**config.mk**
```make
export PLATFORM = sky130hd
export DESIGN_NAME = kstep_step_decoder
export DESIGN_NICKNAME = d
export VERILOG_FILES = /design/src/rtl/kstep_step_decoder.sv
export SDC_FILE = /design/constraint.sdc
export NUM_CORES = 1
export LEC_CHECK = 0
export CORE_MARGIN = 2
export CORE_UTILIZATION = 35
export CTS_CLUSTER_DIAMETER = 120
export DETAILED_ROUTE_END_ITERATION = 10
export GPL_ROUTABILITY_DRIVEN = 0
export PLACE_DENSITY_LB_ADDON = 0.25
export SLEW_MARGIN = 0
export SYNTH_ARGS = -nofsm -noshare
export SYNTH_HDL_FRONTEND = slang
export SYNTH_SLANG_ARGS = --single-unit
```
**constraint.sdc**
```tcl
create_clock -name clk -period 3.45 [get_ports clk]
set_input_delay 0.345 -clock clk [delete_from_list [all_inputs] [get_ports clk]]
set_output_delay 0.345 -clock clk [all_outputs]
set_load 0.005 [all_outputs]
```
**src/rtl/kstep_step_decoder.sv**
```systemverilog
// rtl/kstep_step_decoder.sv - step/dir receiver: synchronize, glitch-filter, count position, time step intervals
module kstep_step_decoder #(
    parameter int POS_WIDTH   = 32,
    parameter int INT_WIDTH   = 24,
    parameter int SYNC_STAGES = 2,
    parameter int FILT_CYCLES = 2,
    parameter int DIR_SETUP   = 4
) (
    input  logic                 clk,
    input  logic                 rst,
    input  logic                 step_in,
    input  logic                 dir_in,
    input  logic                 dir_invert,
    input  logic                 clear,
    output logic [POS_WIDTH-1:0] position,
    output logic [INT_WIDTH-1:0] interval,
    output logic                 interval_valid,
    output logic                 step_evt,
    output logic                 dir_err,
    output logic                 stall
);
    localparam int FW = $clog2(FILT_CYCLES + 1);
    localparam int SW = $clog2(DIR_SETUP + 1);
    localparam logic [INT_WIDTH-1:0] INT_MAX = '1;

    logic [SYNC_STAGES-1:0] step_sync, dir_sync;
    logic                   step_filt, dir_filt, step_filt_d;
    logic [FW-1:0]          step_run, dir_run;
    logic [SW-1:0]          setup_cnt;
    logic [INT_WIDTH-1:0]   timer, timer_inc;
    logic                   seen;
    logic                   step_s, dir_s, step_flip, dir_flip, accept, eff_dir;

    always_comb begin
        step_s    = step_sync[SYNC_STAGES-1];
        dir_s     = dir_sync[SYNC_STAGES-1];
        // A level flips on the FILT_CYCLES-th consecutive mismatching cycle.
        step_flip = (step_s != step_filt) && (step_run == FW'(FILT_CYCLES - 1));
        dir_flip  = (dir_s != dir_filt) && (dir_run == FW'(FILT_CYCLES - 1));
        accept    = step_filt & ~step_filt_d;
        eff_dir   = dir_filt ^ dir_invert;
        timer_inc = (timer == INT_MAX) ? timer : timer + 1'b1;
    end

    always_ff @(posedge clk) begin
        if (rst) begin
            step_sync      <= '0;
            dir_sync       <= '0;
            step_filt      <= 1'b0;
            dir_filt       <= 1'b0;
            step_filt_d    <= 1'b0;
            step_run       <= '0;
            dir_run        <= '0;
            setup_cnt      <= SW'(DIR_SETUP);
            timer          <= '0;
            seen           <= 1'b0;
            position       <= '0;
            interval       <= '0;
            interval_valid <= 1'b0;
            step_evt       <= 1'b0;
            dir_err        <= 1'b0;
            stall          <= 1'b0;
        end else begin
            step_sync   <= {step_sync[SYNC_STAGES-2:0], step_in};
            dir_sync    <= {dir_sync[SYNC_STAGES-2:0], dir_in};
            step_filt_d <= step_filt;

            if (step_s == step_filt) begin
                step_run <= '0;
            end else if (step_flip) begin
                step_filt <= step_s;
                step_run  <= '0;
            end else begin
                step_run <= step_run + 1'b1;
            end

            if (dir_s == dir_filt) begin
                dir_run <= '0;
            end else if (dir_flip) begin
                dir_filt <= dir_s;
                dir_run  <= '0;
            end else begin
                dir_run <= dir_run + 1'b1;
            end

            if (dir_flip)
                setup_cnt <= '0;
            else if (setup_cnt < SW'(DIR_SETUP))
                setup_cnt <= setup_cnt + 1'b1;

            step_evt       <= 1'b0;
            interval_valid <= 1'b0;

            // clear takes priority over a coincident accepted step.
            if (clear) begin
                position <= '0;
                timer    <= '0;
                seen     <= 1'b0;
                dir_err  <= 1'b0;
                stall    <= 1'b0;
            end else if (accept) begin
                position <= eff_dir ? position + 1'b1 : position - 1'b1;
                step_evt <= 1'b1;
                if (seen) begin
                    interval       <= timer;
                    interval_valid <= 1'b1;
                end
                timer <= INT_WIDTH'(1);
                stall <= (INT_WIDTH'(1) == INT_MAX);
                seen  <= 1'b1;
                if (setup_cnt < SW'(DIR_SETUP))
                    dir_err <= 1'b1;
            end else begin
                timer <= timer_inc;
                stall <= (timer_inc == INT_MAX);
            end
        end
    end
endmodule

```
After elaboration in Yosys (flattened, before gate mapping)
Cells that the tools add are included.
- logic and storage cells: 60
- register bits after elaboration: 99
- bits of input ports: 6
- output and inout port bits: 60
- magnitude comparators: 1
- add/subtract/negate cells: 6
- equal/unequal tests: 8
- muxes and demuxes: 7
- reduce and logical (&&, ||, !) cells: 13
- bitwise operators: 7
- operators with widths (operator ; count):
    $eq 24x24->1 const B ; 2
    $add 32x1->32 const B ; 1
    $mux 32 ; 1
    $sub 32x1->32 const B ; 1
    $add 24x1->24 const B ; 1
    $mux 24 ; 1
    $reduce_or 3->1 ; 4
    $mux 3 ; 2
    $reduce_and 2->1 ; 3
    $not 1->1 ; 5
    $add 2x1->2 const B ; 2
    $eq 2x1->1 const B ; 2
    $reduce_or 2->1 ; 2
    $add 3x1->3 const B ; 1
    $lt 3x3->1 const B ; 1
    $mux 1 ; 3
    $reduce_and 3->1 ; 1
    $eq 1x1->1 ; 2
    $logic_and 1x1->1 ; 2
    $ne 1x1->1 ; 2
    $reduce_bool 2->1 ; 1
    $and 1x1->1 ; 1
    $xor 1x1->1 ; 1

Longest topological paths before layout
Gate-level depths: netlist (run 1).
- depth after elaboration: 4
- mapped depth: 13
- gate-level depth less buffers: 9

Worst setup path before layout (run 1)
Ideal clock, no wire load.
- path type: register to register
- start point: reg dir_filt
- end point: reg position[10]
- arrival: 2.901 ns
- required time: 3.322 ns
- buffers on the path: 4
- stages on the path, launching flop included: 14
- setup time: 0.128 ns
- path slack: 0.422 ns
- period minus slack after synthesis: 3.028 ns
- path through: dfxtp_1 xor2_1 buf_6 buf_4 buf_4 buf_2 xnor2_1 ha_1 and4_1 o21ai_0 or4b_1 a21oi_1 xnor2_1 nor2_1
- cells in the longest elaborated chain, start to end: 2
- RTL lines (item ; RTL line ; source):
    from (decl) ; 27 ; logic step_filt, dir_filt, step_filt_d;
    from (signal assigned) ; 80 ; dir_filt <= dir_s;
    $xor 1x1->1 ; 41 ; eff_dir = dir_filt ^ dir_invert;
    $mux 32 ; 102 ; position <= eff_dir ? position + 1'b1 : position - 1'b1;
    to (signal assigned) ; 102 ;
    to (decl) ; 15 ; output logic [POS_WIDTH-1:0] position,
No other way between the ends.
A chain may end at the register's enable or synchronous reset.

Worst setup path after layout (run 1)
- start point: reg timer[0]
- end point: reg stall
- cells in the longest elaborated chain, start to end: 3
- elaborated cells between the ends (all ways): 4
- those cells by class: add/sub (1); eq/ne (2); mux (1)
- RTL lines (item ; RTL line ; source):
    from (decl) ; 30 ; logic [INT_WIDTH-1:0] timer, timer_inc;
    from (signal assigned) ; 114 ; timer <= timer_inc;
    $add 24x1->24 / $eq 24x24->1 (equally long branches) ; 42 ; timer_inc = (timer == INT_MAX) ? timer : timer + 1'b1;
    $mux 24 * ; 42 ;
    $eq 24x24->1 * ; 115 ; stall <= (timer_inc == INT_MAX);
    to (signal assigned) ; 109 ; stall <= (INT_WIDTH'(1) == INT_MAX);
    to (signal assigned) ; 115 ;
    to (decl) ; 20 ; output logic stall
Every way passes the cells marked *; elsewhere a longest branch is shown, timed or not.

==> results by group, run 1 <==
Run status
  – Run status: finished clean

Pwr
  – Pwr Total: 2.44 mW
  – Pwr dens: 372 mW/mm²
  – Maximum VDD drop: 0.233 mV
  – Pleak: 2.26 nW

Routing
  – Wire length on met1: 6730 µm
  – WL met3: 803 µm
  – Routed Antenna Nets: 0
  – Post-route DRC violation count: 0
  – Initial DRC Count: 492
  – WL final: 14900 µm
  – DR vias: 5278
  – WL met2: 7030 µm
  – Drt wl/cell: 16.1 µm
  – DR pass1 iterations: 5
  – Top layer reached by signal wires: met4
  – Vias per cell: 5.70

GRT
  – Vias in the first global route: 4966
  – Initial antenna violation count: 0
  – Overflow after GRT: 0
  – Total GRT Usage: 18.4%
  – First-pass GRT wire length: 24600 µm
  – Largest net degree at the start of global routing: 41

Yosys
  – Mapped Nets: 712
  – Number of synthesized flops with an enable pin: 0
  – Main flop type after synthesis: dfxtp_1
  – Syn Inst Count: 701
  – Yosys warnings: 0
  – Synth Cell Area: 0.00546 mm²
  – Async set or reset register ratio after synthesis: 0%
  – Post-synth cell types: 63
  – Synthesis-stage register bit count: 99
  – Syn Area/Cell: 7.79 µm²
  – Sequential area share after synthesis: 36.3%

Min path
  – Min-Delay Path Class: flip-flop to flip-flop
  – Hold_sp: step_run[0]$_SDFF_PP0_
  – Worst hold endpoint: step_run[0]$_SDFF_PP0_
  – WHS Path Cells: 1

Timing
  – Slew @ Worst Pin: 1.04 ns
  – Clk_skew: 0.00924 ns
  – Final worst slack: 0.651 ns
  – Max_slew headroom: 30.3%
  – Unrepaired setup endpoints after global routing: false
  – Fmax: 357 MHz
  – Setup TNS: 0 ns
  – Tcrit/Tclk final: 81.1%
  – Fin crit period: 2.80 ns
  – # setup viols final: 0
  – Final hold viol count: 0
  – Max-slew violation count: 0

Layout
  – Most common cell after layout, fill and taps aside: dfxtp_1
  – Ant diodes: 0
  – P&R area growth vs syn: 19.9%
  – Final core utilization: 43.1%
  – Post-route cell area: 0.00655 mm²
  – Register Area: 0.00198 mm²
  – Fill count: 1547
  – Layout cell share with drive strength beyond 1: 4.88%
  – Multi-input logic area: 0.00324 mm²
  – Most frequent cells in the layout: dfxtp_1 (99), nand2_1 (95), nor2_1 (70)
  – Fin nets: 744

Setup path
  – Worst setup path start: timer[0]$_SDFF_PP0_
  – Worst R2R Path Depth: 7
  – Worst R2R Start: timer[0]$_SDFF_PP0_
  – Critical path capture point type: flip-flop
  – R2r setup slk: 0.65 ns
  – Worst-path fanout max: 9
  – Worst r2r dst: stall$_SDFF_PP0_
  – Critical path startpoint category: flip-flop
  – Required time worst endpoint: 3.67 ns
  – Crit Path Class: flip-flop to flip-flop
  – Arrival time worst endpoint: 3.02 ns

CTS
  – CTS sink cnt: 99
  – Clock latency on the worst-skew pair: 0.35 ns
  – CTS Buf Count: 9
  – Setup Buffers After CTS: 0
  – H-tree level count: 3
  – CTS tree: done
  – Root Driver: clkbuf_16
  – Resized Gates After CTS: 0
  – Clock Tree Buf Depth: 2
  – Cts hold-fix bufs: 0
  – Worst-path clk slew: 0.07 ns

Floorplan
  – Width of the die: 129 µm
  – Initial core utilization: 35.9%
  – Core area: 0.0152 mm²
  – Die area: 0.0166 mm²
  – I/O Pins: 66
  – Rows: 45
  – Die H: 129 µm

Place
  – DP HPWL: 10400 µm
  – Place WS: 0.373 ns
  – Port Buffers: 65
  – Placed cell areas: 0.00621 mm²

Job
  – Max_cap viols: 0
cells in the mapped netlist, drive strengths merged (7+ instances only):
| cell type | n | share of area (%) |
|---|---|---|
| o21ai | 27 | 2.5 |
| inv | 8 | 0.55 |
| nor2 | 70 | 4.8 |
| nor3b | 7 | 0.96 |
| buf | 11 | 1.1 |
| mux2i | 18 | 3.3 |
| xor2 | 20 | 3.2 |
| nand3 | 27 | 2.5 |
| or4 | 13 | 1.8 |
| and4 | 13 | 2.1 |
| a21oi | 47 | 4.3 |
| nor2b | 7 | 0.80 |
| and2 | 8 | 0.92 |
| and3 | 10 | 1.1 |
| nor4 | 17 | 1.9 |
| nand2 | 95 | 6.5 |
| xnor2 | 23 | 3.8 |
| or3 | 16 | 1.8 |
| dfxtp | 99 | 36 |
| nand4 | 25 | 3.1 |
| clkbuf | 42 | 2.9 |
| nor3 | 30 | 2.8 |
layout make-up:
type | count | area share [%]
timing repair buffer | 74 | 11.0
clock inverter | 6 | 1.74
sequential | 99 | 30.2
clock buffer | 10 | 3.49
multi-input combinational | 541 | 49.5
inverter | 8 | 0.458
tap | 188 | 3.59
worst max path at each step:
stage / end / slack [ns] / cells past startpoint
2_1_floorplan: position[10]$_SDFFE_PP0P_ / 0.42 / 13
4_1_cts: stall$_SDFF_PP0_ / 0.70 / 7
3_5_place_dp: position[26]$_SDFFE_PP0P_ / 0.37 / 10
3_3_place_gp: position[26]$_SDFFE_PP0P_ / 0.39 / 10
6_report: stall$_SDFF_PP0_ / 0.65 / 7
5_1_grt: stall$_SDFF_PP0_ / 0.36 / 7
routing by layer:
| layer | global-route usage (%) | vias to the layer above |
|---|---|---|
| met3 | 3.78 | 21 |
| li1 | - | 2579 |
| met5 | 0 | - |
| met2 | 29.9 | 163 |
| met4 | 6.71 | 0 |
| met1 | 24.1 | 2515 |
worst max-delay path, stage by stage (launching register included):
cell     delay (ns)
dfxtp_1        0.52
ha_1           0.39
nand2_1        0.20
nor3_2         0.42
and2_1         0.36
nand3_1        0.14
a22o_1         0.26
nor4_1         0.38
power breakdown:
part / total, mW / leakage (nW) / switching (mW) / internal (mW)
Combinational: 0.121 / 1.30 / 0.0760 / 0.0450
Clock: 1.16 / 0.159 / 0.450 / 0.710
Sequential: 1.16 / 0.798 / 0.0102 / 1.15
cells by family (layout without fill, tap and decap cells):
| family | Yosys count | after routing | share of synthesized area, % |
|---|---|---|---|
| muxes | 19 | 19 | 3.50 |
| adders and majority gates | 5 | 5 | 1.14 |
| DFF | 99 | 99 | 36.3 |
| buffers and inverters | 61 | 98 | 4.58 |
| AOI/OAI and AO/OA | 116 | 116 | 13.1 |
| and+or+nand+nor | 358 | 358 | 34.3 |
| xor gates and xnor gates | 43 | 43 | 7.03 |
flip-flops by register name, indices dropped and copies added, names as in the netlist, 2 cells and up:
signal,cells
position,32
interval,24
timer,24
setup_cnt,3
dir_run,2
dir_sync,2
step_run,2
step_sync,2
stage by stage:
stage               cells  hold WS (ns)
global route          926         0.458
finish                926         0.424
global placement      910         0.405
detailed placement    910         0.417
CTS                   926         0.430
floorplan             701         0.397
(Power assumes the default switching activity.)
==> run 2: changes to the inputs <==
==> constraint.sdc (replaced) <==
create_clock -name clk -period 2.69 [get_ports clk]
set_input_delay 0.269 -clock clk [delete_from_list [all_inputs] [get_ports clk]]
set_output_delay 0.269 -clock clk [all_outputs]
set_load 0.005 [all_outputs]
==> run 2 against run 1 <==
  * Critical path depth up 2
  * Wire length up 6.1%
  * Register-to-register slack worse by 0.28 ns
  * Hold slack better by 0.012 ns
  * Utilization up 1.7 points
  * Sequential cell count unchanged
  * Via count up 3.9%
  * Sequential share of layout area down 1.1 points
  * First-iteration DRC count up 23%
  * Final cell count up 4.1%
  * Combinational power up 52%
  * Highest routed layer unchanged
==> results by group, run 2 (synthesized netlist as in run 1, its figures left out) <==
Timing
  – Max-slew violation count: 0 (unchanged)
  – Final hold viol count: 0 (unchanged)
  – Clk_skew: 0.00659 ns (-0.00264 ns)
  – Unrepaired setup endpoints after global routing: false
  – Slew @ Worst Pin: 0.644 ns (-0.398 ns)
  – Max_slew headroom: 56.6% (+26 points)
  – Fin crit period: 2.47 ns
  – # setup viols final: 0 (unchanged)
  – Setup TNS: 0 ns (unchanged)
  – Tcrit/Tclk final: 91.8%
  – Fmax: 405 MHz

CTS
  – Clock Tree Buf Depth: 2 (unchanged)
  – Resized Gates After CTS: 0 (unchanged)
  – CTS Buf Count: 9 (unchanged)
  – Worst-path clk slew: 0.07 ns (about the same)
  – Cts hold-fix bufs: 0 (unchanged)
  – CTS tree: done
  – Clock latency on the worst-skew pair: 0.35 ns (about the same)
  – Root Driver: clkbuf_16
  – Setup Buffers After CTS: 0 (unchanged)
  – H-tree level count: 3 (unchanged)
  – CTS sink cnt: 99 (unchanged)

Min path
  – Min-Delay Path Class: flip-flop to flip-flop

Setup path
  – CP Buf/Inv Count: 3 (+3)
  – Required time worst endpoint: 2.93 ns (-0.74 ns)
  – Arrival time worst endpoint: 2.71 ns (-0.31 ns)
  – Critical path startpoint category: primary input
  – Top Family by Delay on Critical Path: compound AO/OA/AOI/OAI gates
  – Crit Path Class: primary input to flip-flop
  – Crit path cell chain: clkdlybuf4s50_1, buf_4, xnor2_2, o21ai_1, a2111oi_0, buf_4, nand3_1, a21oi_1, nor3b_1
  – Worst-path fanout max: 8 (-1)
  – Crit-path max cell delay: 0.57 ns (+0.05 ns)
  – CP max stage cell: a2111oi_0
  – Most used cell, CP: buf_4
  – Critical path capture point type: flip-flop

Layout
  – Largest register by flop count: position
  – Fin nets: 782 (+5.1%)
  – Ant diodes: 0 (unchanged)
  – Max reg flops: 32 (unchanged)
  – P&R area growth vs syn: 24.7%
  – Most frequent cells in the layout: dfxtp_1 (98), nand2_1 (95), nor2_1 (70)
  – Layout cell share with drive strength beyond 1: 10.4% (+5.6 points)
  – Final core utilization: 44.8% (+1.7 points)
  – Most common cell after layout, fill and taps aside: dfxtp_1
  – Biggest regs: position (32), interval (24), timer (24)

Pwr
  – Gate power share: 6.3% (+1.3 points)
  – Pleak: 2.43 nW (+7.7%)
  – Pwr dens: 430 mW/mm² (+15%)
  – Int Pwr: 2.21 mW (+16%)
  – Switch Pwr: 721 µW (+35%)
  – Sequential power share: 50.5% (+3.0 points)
  – Maximum VDD drop: 0.270 mV (+16%)
  – Clk pwr share: 43.2% (-4.3 points)
  – Sw Share: 24.6% (+2.6 points)

Routing
  – Routed Antenna Nets: 0 (unchanged)
  – Drt wl/cell: 16.4 µm (+1.9%)
  – Initial DRC Count: 605 (+23%)
  – DR pass1 iterations: 9 (+4)
  – Vias per cell: 5.69 (-0.21%)
  – WL final: 15800 µm (+6.1%)
  – DR vias: 5483 (+3.9%)
  – Post-route DRC violation count: 0 (unchanged)

Floorplan
  – Width of the die: 129 µm (unchanged)
  – Rows: 45 (unchanged)
  – Die area: 0.0166 mm² (unchanged)
  – Core area: 0.0152 mm² (unchanged)
  – Die H: 129 µm (unchanged)
  – I/O Pins: 66 (unchanged)
  – Initial core utilization: 35.9% (unchanged)

Place
  – Port Buffers: 65 (unchanged)
  – DP HPWL: 11200 µm (+7.3%)

GRT
  – Overflow after GRT: 0 (unchanged)
  – Largest net degree at the start of global routing: 41 (unchanged)
  – Total GRT Usage: 19.6% (+1.2 points)
  – Vias in the first global route: 5240 (+5.5%)
  – Initial antenna violation count: 0 (unchanged)
  – First-pass GRT wire length: 26300 µm (+6.8%)

Job
  – Max_cap viols: 0 (unchanged)

Run status
  – Run status: finished clean
==> run 2: area by class of cell <==
type	instances	area [µm²]
timing repair buffer	112	1000
inverter	8	30.0
clock inverter	6	45.0
sequential	99	1990
tap	188	235
multi-input combinational	541	3280
clock buffer	10	239
fill	1550	8390
==> run 2: power by group through the flow <==
stage | combinational [mW] | sequential (mW) | clock, mW
after global routing | 0.202 | 1.48 | 1.37
after CTS | 0.183 | 1.48 | 1.32
after detailed placement | 0.182 | 1.51 | 0
after global placement | 0.179 | 1.51 | 0
after floorplan | 0.119 | 1.51 | 0
final | 0.184 | 1.48 | 1.27
==> run 2: through the flow <==
| stage | power [mW] | hold WS, ns | cells | area, µm² | setup slack, ns |
|---|---|---|---|---|---|
| 2_1_floorplan | 1.63 | 0.397 | 701 | 5510 | 0.00222 |
| 3_5_place_dp | 1.70 | 0.427 | 948 | 6530 | -0.0784 |
| 3_3_place_gp | 1.69 | 0.405 | 948 | 6530 | -0.0925 |
| 6_report | 2.93 | 0.436 | 964 | 6810 | 0.220 |
| 5_1_grt | 3.05 | 0.449 | 964 | 6810 | 0.0992 |
| 4_1_cts | 2.98 | 0.440 | 964 | 6810 | 0.273 |
==> run 2: path summary, 6_finish.rpt <==
| kind | from | end | slack, ns | cells after the start |
|---|---|---|---|---|
| worst max-delay path | dir_invert | position[21]$_SDFFE_PP0P_ | 0.22 | 9 |
| worst min-delay path | step_run[0]$_SDFF_PP0_ | step_run[0]$_SDFF_PP0_ | 0.44 | 1 |
| worst max register to register | position[1]$_SDFFE_PP0P_ | position[17]$_SDFFE_PP0P_ | 0.37 | 6 |
| worst min register to register | step_run[0]$_SDFF_PP0_ | step_run[0]$_SDFF_PP0_ | 0.44 | 1 |
==> run 2: per-layer routing <==
metal	track usage [%]	vias to the layer above	wire length (µm)
li1	-	2656	-
met4	8.57	0	393
met2	31.5	197	7450
met3	3.12	32	820
met1	26.0	2598	7110
met5	0	-	0
==> run 3: changes to the inputs <==
==> constraint.sdc (replaced) <==
create_clock -name clk -period 2.69 [get_ports clk]
set_input_delay 0.269 -clock clk [delete_from_list [all_inputs] [get_ports clk]]
set_output_delay 0.269 -clock clk [all_outputs]
set_load 0.01 [all_outputs]
==> run 3 against run 2 <==
  * Power up 6.6%
  * Sequential power about the same
  * Clock skew up 0.0050 ns
  * First-iteration DRC count shrank 27%
  * Utilization rose by 0.16 points
  * Fmax rose by 1.6%
  * Sequential cell count did not move
  * Clock power rose by 15%
  * Critical path depth up 1
  * Critical path type unchanged
  * Largest power group unchanged
==> results by group, run 3 (synthesized netlist as in run 1, its figures left out) <==
Place
  – Placed cell areas: 0.00650 mm² (-0.38%)
  – DP HPWL: 10800 µm (-3.4%)
  – Place WS: -0.0772 ns (+0.00119 ns)
  – Port Buffers: 65 (unchanged)

Setup path
  – Required time worst endpoint: 2.93 ns (about the same)
  – Critical path startpoint category: primary input
  – R2r setup slk: 0.33 ns (-0.04 ns)
  – Worst R2R Path Depth: 8 (+2)
  – Worst-path fanout max: 4 (-4)
  – Crit-path max cell delay: 0.59 ns (+0.02 ns)
  – Critical path capture point type: flip-flop
  – CP max stage cell: clkdlybuf4s50_1
  – Crit path cell chain: clkdlybuf4s50_1, xor2_4, xnor2_2, ha_2, and4_4, o21ai_2, or4b_1, a21oi_2, xnor2_1, nor2_1
  – Worst R2R Start: position[1]$_SDFFE_PP0P_
  – Top Family by Delay on Critical Path: simple AND/OR/NAND/NOR gates
  – Crit Path Class: primary input to flip-flop
  – CP Buf/Inv Count: 1 (-2)
  – Worst r2r dst: position[10]$_SDFFE_PP0P_
  – Arrival time worst endpoint: 2.68 ns (-0.03 ns)

Pwr
  – Clk pwr share: 46.7% (+3.5 points)
  – Pwr dens: 457 mW/mm² (+6.2%)
  – Sw Share: 23.2% (-1.4 points)
  – Int Pwr: 2.40 mW (+8.6%)
  – Maximum VDD drop: 0.328 mV (+21%)
  – Pleak: 2.43 nW (+0.17%)
  – Sequential power share: 47.4% (-3.1 points)
  – Pwr Total: 3.12 mW (+6.6%)
  – Gate power share: 6.0% (-0.3 points)
  – Switch Pwr: 725 µW (+0.54%)

Timing
  – Slew @ Worst Pin: 0.693 ns (+0.0494 ns)
  – Max_slew headroom: 53.8% (-2.8 points)
  – Max-slew violation count: 0 (unchanged)
  – Unrepaired setup endpoints after global routing: false
  – Tcrit/Tclk final: 90.4% (-1.4 points)
  – Clk_skew: 0.0116 ns (+0.00500 ns)
  – Setup TNS: 0 ns (unchanged)
  – Final worst slack: 0.258 ns (+0.0378 ns)
  – # setup viols final: 0 (unchanged)
  – Fmax: 411 MHz (+1.6%)
  – Final hold viol count: 0 (unchanged)
  – Fin crit period: 2.43 ns (-0.0378 ns)

GRT
  – Initial antenna violation count: 0 (unchanged)
  – Overflow after GRT: 0 (unchanged)
  – Total GRT Usage: 19.0% (-0.55 points)
  – Vias in the first global route: 5156 (-1.6%)
  – Largest net degree at the start of global routing: 41 (unchanged)
  – First-pass GRT wire length: 25600 µm (-2.5%)

Floorplan
  – Die area: 0.0166 mm² (unchanged)
  – Core area: 0.0152 mm² (unchanged)
  – Initial core utilization: 35.9% (unchanged)
  – Rows: 45 (unchanged)
  – I/O Pins: 66 (unchanged)
  – Die H: 129 µm (unchanged)
  – Width of the die: 129 µm (unchanged)

Min path
  – Hold_sp: step_run[0]$_SDFF_PP0_
  – Worst hold endpoint: step_run[0]$_SDFF_PP0_
  – Min-Delay Path Class: flip-flop to flip-flop
  – WHS Path Cells: 1 (unchanged)

CTS
  – H-tree level count: 3 (unchanged)
  – CTS tree: done
  – Cts hold-fix bufs: 0 (unchanged)
  – Clock latency on the worst-skew pair: 0.35 ns (about the same)
  – Resized Gates After CTS: 0 (unchanged)
  – Worst-path clk slew: 0.07 ns (about the same)
  – CTS Buf Count: 9 (unchanged)
  – Setup Buffers After CTS: 0 (unchanged)
  – Root Driver: clkbuf_16
  – CTS sink cnt: 99 (unchanged)
  – Clock Tree Buf Depth: 2 (unchanged)

Layout
  – Most common cell after layout, fill and taps aside: dfxtp_1
  – Largest register by flop count: position
  – Most frequent cells in the layout: dfxtp_1 (98), nand2_1 (95), nor2_1 (70)
  – Biggest regs: position (32), interval (24), timer (24)
  – Layout cell share with drive strength beyond 1: 9.86% (-0.58 points)
  – Post-route cell area: 0.00684 mm² (+0.37%)
  – P&R area growth vs syn: 25.2%
  – Fill count: 1497 (-3.4%)
  – Fin nets: 777 (-0.64%)
  – Max reg flops: 32 (unchanged)
  – Ant diodes: 0 (unchanged)

Routing
  – Routed Antenna Nets: 0 (unchanged)
  – Vias per cell: 5.67 (-0.25%)
  – DR vias: 5441 (-0.77%)
  – WL met3: 875 µm (+6.7%)
  – Top layer reached by signal wires: met4
  – Wire length on met1: 6940 µm (-2.4%)
  – WL final: 15500 µm (-1.6%)
  – DR pass1 iterations: 6 (-3)
  – Post-route DRC violation count: 0 (unchanged)
  – Initial DRC Count: 440 (-27%)
  – Drt wl/cell: 16.2 µm (-1.1%)
  – WL met2: 7370 µm (-1.1%)

Run status
  – Run status: finished clean

Job
  – Max_cap viols: 0 (unchanged)
==> run 3: power groups by stage <==
stage          registers [mW]  logic [mW]  clock network [mW]
2_1_floorplan            1.51       0.119                   0
3_3_place_gp             1.51       0.182                   0
3_5_place_dp             1.51       0.185                   0
4_1_cts                  1.48       0.186                1.49
5_1_grt                  1.48       0.203                1.55
6_report                 1.48       0.186                1.46
==> run 3: how the worst max path moves through the flow <==
stage,slack [ns],end,depth (start not counted),from
6_report,0.26,position[10]$_SDFFE_PP0P_,10,dir_invert
5_1_grt,0.15,position[23]$_SDFFE_PP0P_,8,dir_invert
4_1_cts,0.29,position[20]$_SDFFE_PP0P_,10,dir_invert
3_5_place_dp,-0.08,position[20]$_SDFFE_PP0P_,10,dir_invert
3_3_place_gp,-0.04,position[20]$_SDFFE_PP0P_,10,dir_invert
2_1_floorplan,0.005,position[10]$_SDFFE_PP0P_,13,dir_filt$_SDFFE_PP0P_
==> run 3: final cells by class <==
class | instances | area [µm²] | share of cell area (%)
clock inverter | 6 | 95.1 | 1.39
timing repair buffer | 107 | 978 | 14.3
clock buffer | 10 | 239 | 3.49
sequential | 99 | 1990 | 29.0
inverter | 8 | 30.0 | 0.439
tap | 188 | 235 | 3.44
multi-input combinational | 541 | 3280 | 47.9
==> run 3: layer usage <==
layer	vias up	track usage, %
met1	2584	24.1
li1	2647	-
met2	177	32.1
met5	-	0
met4	0	7.03
met3	33	3.87
==> run 3: metrics by stage <==
step	util, %	hold slack [ns]	instances
global route	45.0	0.456	959
global placement	42.8	0.405	943
finish	45.0	0.426	959
detailed placement	42.8	0.416	943
floorplan	-	0.397	701
CTS	45.0	0.424	959
==> edit (config.mk and constraints of run 3) <==
`FILT_CYCLES`: 2 -> 4.
--- a/src/rtl/kstep_step_decoder.sv
+++ b/src/rtl/kstep_step_decoder.sv
@@ -3,7 +3,7 @@
     parameter int POS_WIDTH   = 32,
     parameter int INT_WIDTH   = 24,
     parameter int SYNC_STAGES = 2,
-    parameter int FILT_CYCLES = 2,
+    parameter int FILT_CYCLES = 4,
     parameter int DIR_SETUP   = 4
 ) (
     input  logic                 clk,
Formal check against the unedited RTL: not equivalent (a bounded check fails within 10 cycles, from zero or initial values and one cycle with rst high).
==> edit against run 3 <==
Via count up 4.2%. Worst setup slack worse by 99 ps. Design area up 5.5%. Synthesized area up 1.3%. Clock power down 8%. First-iteration DRC count up 9.8%. Routed wire length up 10%. Sequential cell count up 2. Non-clock buffer count up 42. Power down 4.7%. Maximum frequency down 3.9%.
==> edit: results (changes against run 3) <==
[status]
status=complete, no violations

[sta]
whs_ps=419  ; -7.56 ps
slew_headroom_pct=56.5  ; +2.7 points

[critical_path]
r2r_cells=6  ; -2
r2r_end=stall$_SDFF_PP0_
critPathMaxFanout=5  ; +1
rrSetupSlack_ps=160  ; -170 ps
r2r-start=timer[7]$_SDFF_PP0_

[routing]
wl_met3_mm=1.06  ; +21%
dr.pass1.iters=5  ; -1
via_per_inst=5.54  ; -2.3%
wl_met1_mm=7.09  ; +2.1%
drt-wirelength-per-cell_um=16.8  ; +3.5%
dr_wl_met2_mm=8.37  ; +14%

[placement]
place_area_sq_um=6900  ; +6.1%
hpwlAfterDp_mm=12.4  ; +15%

[synth]
synthMuxAreaShare_pct=3.35  ; -0.16 points
synthAdderAreaFrac_pct=1.58  ; +0.44 points
synth-seq-area-share_pct=36.5  ; +0.26 points
yosys-top-cells-count=dfxtp_1, nand2_1, nor2_1

[finish]
drive_above_1_share_pct=15.4  ; +5.5 points
nets=820  ; +5.5%
fillCellCount=1518  ; +1.4%

[power_and_ir_drop]
p_leak_nw=2.60  ; +6.8%
ir_worst_vdd_mv=0.417  ; +27%

[cts]
clk_latency_ps=370  ; +20 ps

[global_route]
track_usage_pct=20.9  ; +1.9 points

[edit: cell types whose count changed after synthesis, moves of 6 or more]
cell     change
xor2_1       -6
or2_2        +6
nand2_1     -13
nor3_1      -10
nor4_1       +7
nor2_1      +11
xnor2_1     +10
[edit: kinds of logic (layout without fill, tap and decap cells)]
kind of cell,after synthesis,after routing
AOI/OAI and AO/OA,111,111
xor gates and xnor gates,46,46
adders and majority gates,7,7
buffers and inverters,60,170
DFF,101,101
muxes,18,18
and+or+nand+nor,359,359
[edit: metal layers]
layer  global-route usage [%]  vias up
met1                     24.9     2664
met4                     10.2        0
li1                         -     2730
met3                     4.96       54
met5                        0        -
met2                     35.5      222
[edit: repair_timing]
item                       4_1_cts  5_1_grt
hold endpoints to repair         0        0
hold buffers                     0        0
gates resized for setup          0        1
setup endpoints to repair        0        1
[edit: power breakdown]
| group | switching, mW | internal (mW) | leakage [nW] |
|---|---|---|---|
| registers | 0.00286 | 1.50 | 0.815 |
| clock network | 0.679 | 0.667 | 0.149 |
| logic | 0.0788 | 0.0520 | 1.64 |
| total | 0.761 | 2.22 | 2.60 |
[edit: worst max-delay path by stage]
stage,startpoint,to,slack [ps],cells past startpoint
6_report,timer[7]$_SDFF_PP0_,stall$_SDFF_PP0_,160,6
4_1_cts,timer[7]$_SDFF_PP0_,stall$_SDFF_PP0_,90,6
5_1_grt,timer[7]$_SDFF_PP0_,stall$_SDFF_PP0_,30,6
3_5_place_dp,dir_invert,position[18]$_SDFFE_PP0P_,-200,10
3_3_place_gp,dir_invert,position[18]$_SDFFE_PP0P_,-150,10
2_1_floorplan,dir_filt$_SDFFE_PP0P_,position[12]$_SDFFE_PP0P_,-40,13
[edit: through the flow]
step	TNS [ps]	std cells	worst slack (ps)	power, mW
floorplan	-73.9	702	-40.9	1.62
global placement	-507	1007	-151	1.66
detailed placement	-916	1007	-201	1.67
CTS	0	1023	85.8	3.02
global route	0	1023	25.4	3.08
finish	0	1023	159	2.98
[edit: layout make-up]
cell class	instances	area, sq um	area share [%]
multi-input combinational	541	3310	45.9
clock buffer	9	225	3.12
sequential	101	2030	28.1
inverter	5	18.8	0.260
clock inverter	7	92.6	1.28
tap	211	264	3.66
timing repair buffer	149	1280	17.8
[edit: critical path, cell delays in order, from the launching register on]
cell and delay (ps):
dfxtp_1 460, nand2_1 100, or4_1 500, o311ai_1 290, xor2_1 130, or4b_1 540, nor4_1 370
